[src/rtl/uart_loan_pkg.sv]
`default_nettype none
// +----------------------------------------------------------------------+
// | uart_loan_pkg : shared types and constants for the loan-IO UART TX    |
// | Rev 1.0                                                              |
// +----------------------------------------------------------------------+
package uart_loan_pkg;

  typedef enum logic [2:0] {
    IDLE   = 3'd0,
    START  = 3'd1,
    DATA   = 3'd2,
    PARITY = 3'd3,
    STOP   = 3'd4
  } tx_state_t;

  localparam int LOAN_WIDTH = 67;

  // Clocks per bit, rounded to nearest.
  function automatic int div_calc(input int clk_hz, input int baud);
    return (clk_hz + baud / 2) / baud;
  endfunction

endpackage
`default_nettype wire

[src/rtl/uart_tx_fifo.sv]
`default_nettype none
// +----------------------------------------------------------------------+
// | uart_tx_fifo : small synchronous byte FIFO feeding the UART framer    |
// | Rev 1.0                                                              |
// +----------------------------------------------------------------------+
module uart_tx_fifo #(
  parameter int DEPTH = 4,
  parameter int WIDTH = 8
) (
  input  logic             clk,
  input  logic             reset_n,
  input  logic             push,
  input  logic             pop,
  input  logic [WIDTH-1:0] din,
  output logic [WIDTH-1:0] dout,
  output logic             full,
  output logic             empty
);

  localparam int c_ptr_w = (DEPTH > 1) ? $clog2(DEPTH) : 1;
  localparam int c_cnt_w = $clog2(DEPTH) + 1;

  logic [WIDTH-1:0]   r_mem [DEPTH];
  logic [c_ptr_w-1:0] r_wr_ptr;
  logic [c_ptr_w-1:0] r_rd_ptr;
  logic [c_cnt_w-1:0] r_count;
  logic               w_do_push;
  logic               w_do_pop;

  assign full      = (r_count == c_cnt_w'(DEPTH));
  assign empty     = (r_count == '0);
  assign w_do_push = push & ~full;
  assign w_do_pop  = pop & ~empty;
  assign dout      = r_mem[r_rd_ptr];

  always_ff @(posedge clk) begin
    if (w_do_push) r_mem[r_wr_ptr] <= din;
  end

  // Power-of-two depth lets the pointers wrap naturally.
  always_ff @(posedge clk or negedge reset_n) begin
    if (!reset_n) begin
      r_wr_ptr <= '0;
      r_rd_ptr <= '0;
      r_count  <= '0;
    end else begin
      if (w_do_push) r_wr_ptr <= r_wr_ptr + c_ptr_w'(1);
      if (w_do_pop)  r_rd_ptr <= r_rd_ptr + c_ptr_w'(1);
      case ({w_do_push, w_do_pop})
        2'b10:   r_count <= r_count + c_cnt_w'(1);
        2'b01:   r_count <= r_count - c_cnt_w'(1);
        default: r_count <= r_count;
      endcase
    end
  end

endmodule
`default_nettype wire

[src/rtl/uart_loan_tx.sv]
`default_nettype none
// +----------------------------------------------------------------------+
// | uart_loan_tx : 8N1 UART transmitter on one HPS loan-IO bit            |
// | Optional even parity (8E1) when UART_TX_PARITY_EN is defined.         |
// | Rev 1.0                                                              |
// +----------------------------------------------------------------------+
module uart_loan_tx
  import uart_loan_pkg::*;
#(
  parameter int CLK_HZ     = 50_000_000,
  parameter int BAUD       = 115200,
  parameter int LOAN_IDX   = 50,
  parameter int FIFO_DEPTH = 4
) (
  input  logic                  clk,
  input  logic                  reset_n,
  input  logic [7:0]            tx_data,
  input  logic                  tx_valid,
  output logic                  tx_ready,
  output logic                  tx_busy,
  output logic [LOAN_WIDTH-1:0] loan_io_out,
  output logic [LOAN_WIDTH-1:0] loan_io_oe
);

  localparam int c_div   = div_calc(CLK_HZ, BAUD);
  localparam int c_cnt_w = (c_div > 1) ? $clog2(c_div) : 1;
`ifdef UART_TX_PARITY_EN
  localparam tx_state_t c_after_data = PARITY;
`else
  localparam tx_state_t c_after_data = STOP;
`endif

  tx_state_t          r_state;
  logic [c_cnt_w-1:0] r_baud_cnt;
  logic [2:0]         r_bit_idx;
  logic [7:0]         r_shift;
  logic               r_parity;
  logic               r_line;
  logic               w_full;
  logic               w_empty;
  logic               w_pop;
  logic [7:0]         w_dout;
  logic               w_bit_end;
  logic               w_line_nxt;

  uart_tx_fifo #(
    .DEPTH (FIFO_DEPTH),
    .WIDTH (8)
  ) u_fifo (
    .clk     (clk),
    .reset_n (reset_n),
    .push    (tx_valid),
    .pop     (w_pop),
    .din     (tx_data),
    .dout    (w_dout),
    .full    (w_full),
    .empty   (w_empty)
  );

  assign tx_ready  = ~w_full;
  assign tx_busy   = (r_state != IDLE) | ~w_empty;
  assign w_bit_end = (r_baud_cnt == c_cnt_w'(c_div - 1));
  assign w_pop     = ~w_empty & ((r_state == IDLE) | ((r_state == STOP) & w_bit_end));

  // Line level follows the current state, so the pin lags the FSM by one clock.
  always_comb begin
    w_line_nxt = 1'b1;
    case (r_state)
      START:   w_line_nxt = 1'b0;
      DATA:    w_line_nxt = r_shift[0];
      PARITY:  w_line_nxt = r_parity;
      default: w_line_nxt = 1'b1;
    endcase
  end

  always_ff @(posedge clk or negedge reset_n) begin
    if (!reset_n) begin
      r_state    <= IDLE;
      r_baud_cnt <= '0;
      r_bit_idx  <= '0;
      r_shift    <= '0;
      r_parity   <= 1'b0;
      r_line     <= 1'b1;
    end else begin
      r_line <= w_line_nxt;
      if (r_state != IDLE)
        r_baud_cnt <= w_bit_end ? '0 : r_baud_cnt + c_cnt_w'(1);
      case (r_state)
        IDLE: begin
          r_baud_cnt <= '0;
          if (!w_empty) begin
            r_shift  <= w_dout;
            r_parity <= ^w_dout;
            r_state  <= START;
          end
        end
        START: begin
          if (w_bit_end) begin
            r_bit_idx <= '0;
            r_state   <= DATA;
          end
        end
        DATA: begin
          if (w_bit_end) begin
            r_shift <= {1'b0, r_shift[7:1]};
            if (r_bit_idx == 3'd7) r_state <= c_after_data;
            else                   r_bit_idx <= r_bit_idx + 3'd1;
          end
        end
`ifdef UART_TX_PARITY_EN
        PARITY: begin
          if (w_bit_end) r_state <= STOP;
        end
`endif
        STOP: begin
          if (w_bit_end) begin
            if (!w_empty) begin
              r_shift  <= w_dout;
              r_parity <= ^w_dout;
              r_state  <= START;
            end else begin
              r_state  <= IDLE;
            end
          end
        end
        default: r_state <= IDLE;
      endcase
    end
  end

  for (genvar gi = 0; gi < LOAN_WIDTH; gi++) begin : g_loan_bit
    if (gi == LOAN_IDX) begin : g_drive
      assign loan_io_out[gi] = r_line;
      assign loan_io_oe[gi]  = 1'b1;
    end else begin : g_tie
      assign loan_io_out[gi] = 1'b0;
      assign loan_io_oe[gi]  = 1'b0;
    end
  end

endmodule
`default_nettype wire

[config.mk]
export PLATFORM = sky130hd
export DESIGN_NAME = uart_loan_tx
export DESIGN_NICKNAME = d
export VERILOG_FILES = /design/src/rtl/uart_loan_pkg.sv /design/src/rtl/uart_tx_fifo.sv /design/src/rtl/uart_loan_tx.sv
export SDC_FILE = /design/constraint.sdc
export NUM_CORES = 1
export LEC_CHECK = 0
export CAP_MARGIN = 20
export CORE_MARGIN = 4
export CORE_UTILIZATION = 45
export DETAILED_ROUTE_END_ITERATION = 7
export GPL_TIMING_DRIVEN = 0
export PLACE_DENSITY = 0.82
export SYNTH_ARGS = -nofsm -noshare
export SYNTH_HDL_FRONTEND = slang
export SYNTH_SLANG_ARGS = --single-unit
[constraint.sdc]
create_clock -name clk -period 3.8 [get_ports clk]
set_input_delay 0.76 -clock clk [delete_from_list [all_inputs] [get_ports clk]]
set_output_delay 0.76 -clock clk [all_outputs]
set_load 0.1 [all_outputs]
==> results of run 1 <==
worst min path at each step:
stage / end / slack (ns) / cells past startpoint
6_report: r_baud_cnt[5] / 0.47 / 1
5_1_grt: u_fifo.r_count[2] / 0.51 / 1
4_1_cts: r_baud_cnt[5] / 0.49 / 1
3_5_place_dp: r_baud_cnt[0] / 0.48 / 1
3_3_place_gp: r_bit_idx[1] / 0.46 / 2
2_1_floorplan: r_bit_idx[1] / 0.45 / 2
cell families (layout without fill, tap and decap cells):
family                   Yosys count  in the layout  share of synthesized area
buffers and inverters            149            178                      0.274
flip-flops                        64             64                      0.454
AND/OR/NAND/NOR                   57             57                     0.0731
multiplexers                      24             24                     0.0918
XOR/XNOR                          19             19                     0.0428
AO/OA/AOI/OAI                     16             16                     0.0287
adder cells (fa/ha/maj)           10             10                     0.0341
other                              2            133                    0.00193
sequential cells by signal, summed over array words and instances (netlist names), 2 cells and up:
name	count
u_fifo.r_mem	32
r_baud_cnt	9
r_shift	8
r_bit_idx	3
r_state	3
u_fifo.r_count	3
u_fifo.r_rd_ptr	2
u_fifo.r_wr_ptr	2
cell usage after synthesis, types with 2 or more instances:
master      n
conb_1      2
ha_1        9
nand3_1     5
mux2_2     13
dfrtp_1    31
clkbuf_1    4
xor2_1      6
nor2_1     16
inv_1       9
and3_1      5
xnor2_1    13
mux4_2      8
a21oi_1     7
o21ai_0     6
mux2i_1     3
nor3_1      3
edfxtp_1   32
nand2b_1    2
nand2_1    15
buf_4     134
where the power goes:
group          switching [mW]  internal, mW
logic                   0.778         0.219
registers              0.0342         0.833
clock network           0.250         0.363
total                    1.06          1.42
critical path, stage by stage (launching register included):
cell             delay, ns
dfrtp_1               0.40
nor3_1                0.65
nand2_1               0.13
clkdlybuf4s50_1       1.01
metal layers:
metal | vias up | share of wire
met1 | 1008 | 0.35
met4 | 0 | 0.0084
met5 | - | 0
li1 | 1184 | -
met3 | 4 | 0.12
met2 | 101 | 0.53
cell type report:
| class | count | area [um^2] |
|---|---|---|
| timing repair buffer | 13 | 125 |
| clock inverter | 7 | 86.3 |
| sequential | 64 | 1760 |
| buffer | 140 | 1030 |
| fill | 641 | 3460 |
| multi-input combinational | 259 | 1550 |
| clock buffer | 9 | 124 |
| inverter | 9 | 33.8 |
| tap | 105 | 131 |
==> impl_metrics.yaml, run 1 <==
timing:
  setup_ws_ns: 0.519
  fmax_mhz: 305
  setup-violations-final: 0
  worst_pin_slew_ns: 0.972
  grt_setup_unrepaired: "false"
  fin_tns_setup_ns: 0
  slew_headroom: 0.350
  hold_violations: 0
  period_share: 0.863
  drv_slew: 0
  period_needed_ns: 3.28
  whs_ns: 0.472
  fin_skew_ns: 0.00919
hold_path:
  hold_path.class: "input pin to async pin"
worst_setup_path:
  crit_arrival_ns: 2.52
  crit_path_max_fanout: 5
  startpoint: "u_fifo.r_count[0]"
  regToRegSetupSlack_ns: 0.86
  r2r_end: "u_fifo.r_count[2]"
  rr_worst_depth: 11
  end_kind: "output pin"
  crit_type: "register to output pin"
  crit_required_ns: 3.04
  rr_startpoint: "r_baud_cnt[1]"
  start_kind: "register"
  cp-endpoint: "tx_busy"
routing:
  route.detailed.drc: 0
  wl_per_cell_um: 10.2
  ant_nets: 0
  num_vias: 2297
  firstDrtPassIters: 4
  drt_iter0_drc: 77
  routed_via_density: 3.79
  wl_um: 6210
power:
  p_leak_nw: 2.42
  total_power_mw: 2.48
  vdd_drop_max_v: 0.000429
  powerDensity_nw_per_um2: 511
logic_synthesis:
  syn-cell-area_um2: 3880
  syn_avg_cell_area_um2: 11.4
  yosys_register_bits: 64
  synth_cell_types: 38
  synth_cells: 341
  synth_ff_type: "edfxtp_1"
  yosysTopAreaCell: "buf_4"
  synth-edff-count: 32
  synth_top_area_frac: 0.259
  synth_area_leaders: "buf_4 26%, edfxtp_1 25%, dfrtp_1 20%, mux4_2 4.6%, mux2_2 3.8%"
  synthArstFlopShare: 0.500
  synth_warnings: 0
  seq_area_frac_synth: 0.454
clock_network:
  clk_latency_ns: 0.33
  cts_tree: "yes"
  cts.repair.resized: 0
  cts-htree-levels: 3
  postCtsSetupRepairBufs: 0
  cts.sinks: 64
  hold_buffers: 0
  cts_root_buf: "clkbuf_8"
  clockBufferDepth: 2
  clk_pin_slew_ns: 0.07
  cts_made_buffers: 9
grt:
  grt_overflow: 0
  use_met1: 0.124
  grt_pass1_vias: 2087
  met3_usage: 0.0388
  grtUsageMet2: 0.219
  grt_pass1_wl_um: 9540
  grt.busiest_layer: "met2"
  grt_max_degree: 33
  grt_usage: 0.118
  antenna_found_initial: 0
cells_and_area:
  utilization: 0.584
  finalInstanceArea_um2: 4840
  area_growth_pct: 24.7
  nets: 517
  layout-drive-gt1-share: 0.355
  stdcell_count: 606
  mostFrequentLayoutCells: "134 x buf_4, 133 x conb_1, 32 x edfxtp_1"
  diodes: 0
  final_common_cell: "buf_4"
floorplanning:
  initial_core_util: 0.468
  dieWidth_um: 101
  core.rowCount: 33
  die_area_um2: 10200
  core-area_um2: 8300
  top_level_ports: 147
  die_h_um: 101
placement:
  dpl-instance-area_um2: 4630
  place_inst: 590
  place.gp.congestion: 0.770
  place_hpwl_um: 4980
  post-place-ws_ns: 0.857
  port_buffers: 13
run_status:
  status: "finished, final reports clean"
flow_run:
  cap_violations: 0
Note: power is estimated with default switching activity, not from simulation.
==> run 2: changes to the inputs <==
--- a/config.mk
+++ b/config.mk
@@ -6,11 +6,13 @@
 export NUM_CORES = 1
 export LEC_CHECK = 0
 export CAP_MARGIN = 20
+export CELL_PAD_IN_SITES_DETAIL_PLACEMENT = 1
+export CELL_PAD_IN_SITES_GLOBAL_PLACEMENT = 1
 export CORE_MARGIN = 4
-export CORE_UTILIZATION = 45
+export CORE_UTILIZATION = 34
 export DETAILED_ROUTE_END_ITERATION = 7
 export GPL_TIMING_DRIVEN = 0
-export PLACE_DENSITY = 0.82
+export PLACE_DENSITY_LB_ADDON = 0.1
 export SYNTH_ARGS = -nofsm -noshare
 export SYNTH_HDL_FRONTEND = slang
 export SYNTH_SLANG_ARGS = --single-unit
==> run 2 against run 1 <==
Net effect: via count grew 3.7%; power grew 9.0%; sequential power hardly changed; fmax grew 0.65%; die area rose by 30%; wire length is 14% higher; sequential share of layout area fell by 1.0 points; count of clock-buffer cells in the layout did not move; critical endpoint unchanged; largest cell class unchanged; largest power group unchanged.
==> impl_metrics.yaml, run 2 (synthesis gave the netlist of run 1 again) <==
run_status:
  status: "finished, final reports clean"
worst_setup_path:
  start_kind: "register"
  crit_required_ns: 3.04
  startpoint: "r_state[0]"
  crit_type: "register to output pin"
  rr_worst_depth: 11
  crit_path_max_fanout: 10
  regToRegSetupSlack_ns: 0.94
  end_kind: "output pin"
  r2r_end: "u_fifo.r_count[2]"
  crit_arrival_ns: 2.50
  rr_startpoint: "r_baud_cnt[1]"
clock_network:
  cts_made_buffers: 9
  cts_root_buf: "clkbuf_16"
  cts.repair.resized: 0
  hold_buffers: 0
  clk_latency_ns: 0.33
  cts_tree: "yes"
  cts-htree-levels: 3
  postCtsSetupRepairBufs: 0
  clockBufferDepth: 2
  clk_pin_slew_ns: 0.06
  cts.sinks: 64
timing:
  setup_ws_ns: 0.540
  drv_slew: 0
  slew_headroom: 0.348
  whs_ns: 0.491
  grt_setup_unrepaired: "false"
  hold_violations: 0
  period_share: 0.858
  fmax_mhz: 307
  setup-violations-final: 0
  fin_tns_setup_ns: 0
  worst_pin_slew_ns: 0.975
  period_needed_ns: 3.26
  fin_skew_ns: 0.00496
power:
  p_leak_nw: 2.46
  vdd_drop_max_v: 0.000282
  total_power_mw: 2.70
  powerDensity_nw_per_um2: 542
floorplanning:
  dieWidth_um: 115
  top_level_ports: 147
  core-area_um2: 11000
  die_h_um: 115
  core.rowCount: 38
  die_area_um2: 13200
  initial_core_util: 0.352
cells_and_area:
  diodes: 0
  fillers: 1270
  mostFrequentLayoutCells: "134 x buf_4, 133 x conb_1, 32 x edfxtp_1"
  layout-drive-gt1-share: 0.357
  regMostFlops: "u_fifo.r_mem"
  largest_reg_flops: 32
  final_common_cell: "buf_4"
  nets: 517
  stdcell_count: 641
  area_growth_pct: 28.2
  largestRegisters: "u_fifo.r_mem: 32 flops, r_baud_cnt: 9 flops, r_shift: 8 flops"
routing:
  wl_um: 7100
  route.detailed.drc: 0
  drt_iter0_drc: 32
  routed_via_density: 3.71
  num_vias: 2381
  ant_nets: 0
  wl_per_cell_um: 11.1
  firstDrtPassIters: 4
placement:
  place_inst: 625
  post-place-ws_ns: 0.880
  port_buffers: 13
  place_hpwl_um: 5530
  place.gp.congestion: 0.716
grt:
  grt_max_degree: 33
  antenna_found_initial: 0
  grt_pass1_vias: 2508
  grt_pass1_wl_um: 11600
  grt_usage: 0.111
  grt_overflow: 0
flow_run:
  cap_violations: 0
hold_path:
  hold_path.class: "register to register"
  hp-start: "r_bit_idx[1]"
  min_path_cells: 2
  hold_path_end: "r_bit_idx[1]"
==> run 2: cell count changes in the layout (fill, tap and decap cells not counted), moves of 2 or more <==
| cell | previous run | this run |
|---|---|---|
| clkbuf_16 | 0 | 9 |
| clkinv_2 | 3 | 1 |
| clkbuf_8 | 9 | 0 |
| inv_6 | 0 | 3 |
==> run 2: cell type report <==
class | instances | area, um^2 | share of cell area
Buffer | 140 | 1030 | 0.207
Clock buffer | 9 | 225 | 0.0452
Clock inverter | 7 | 77.6 | 0.0156
Inverter | 9 | 33.8 | 0.00678
Multi-Input combinational cell | 259 | 1550 | 0.311
Sequential cell | 64 | 1760 | 0.354
Tap cell | 140 | 175 | 0.0352
Timing Repair Buffer | 13 | 125 | 0.0251
==> run 2: metrics by stage <==
step,util,cell area [um^2]
final,0.451,4980
after global routing,0.451,4980
after CTS,0.451,4980
after detailed placement,0.424,4680
after global placement,0.424,4680
after floorplan,-,4380
==> run 2: worst max-delay path by stage <==
stage	to	cells after the start
6_report	tx_busy	4
5_1_grt	tx_busy	4
4_1_cts	tx_busy	4
3_5_place_dp	tx_busy	4
3_3_place_gp	tx_busy	4
2_1_floorplan	u_fifo.r_count[2]	10
==> run 2: critical path, cell delays in order, from the launching register on <==
cell,delay [ns]
dfrtp_1,0.38
buf_1,0.41
nor3_1,0.14
nand2_1,0.11
clkdlybuf4s50_1,1.13
==> run 2: routing by layer <==
metal	routed length, um	vias to the layer above	track usage	share of wire
li1	-	1180	-	-
met1	2830	1100	0.131	0.40
met2	3610	92	0.191	0.51
met3	575	9	0.0284	0.081
met4	89	0	0.0446	0.013
met5	0	-	0	0
==> run 2: report_power, final <==
group	leakage (nW)	internal (mW)	switching (mW)
sequential	0.685	0.833	0.0362
combinational	1.63	0.217	0.777
clock	0.147	0.514	0.321
total	2.46	1.56	1.13
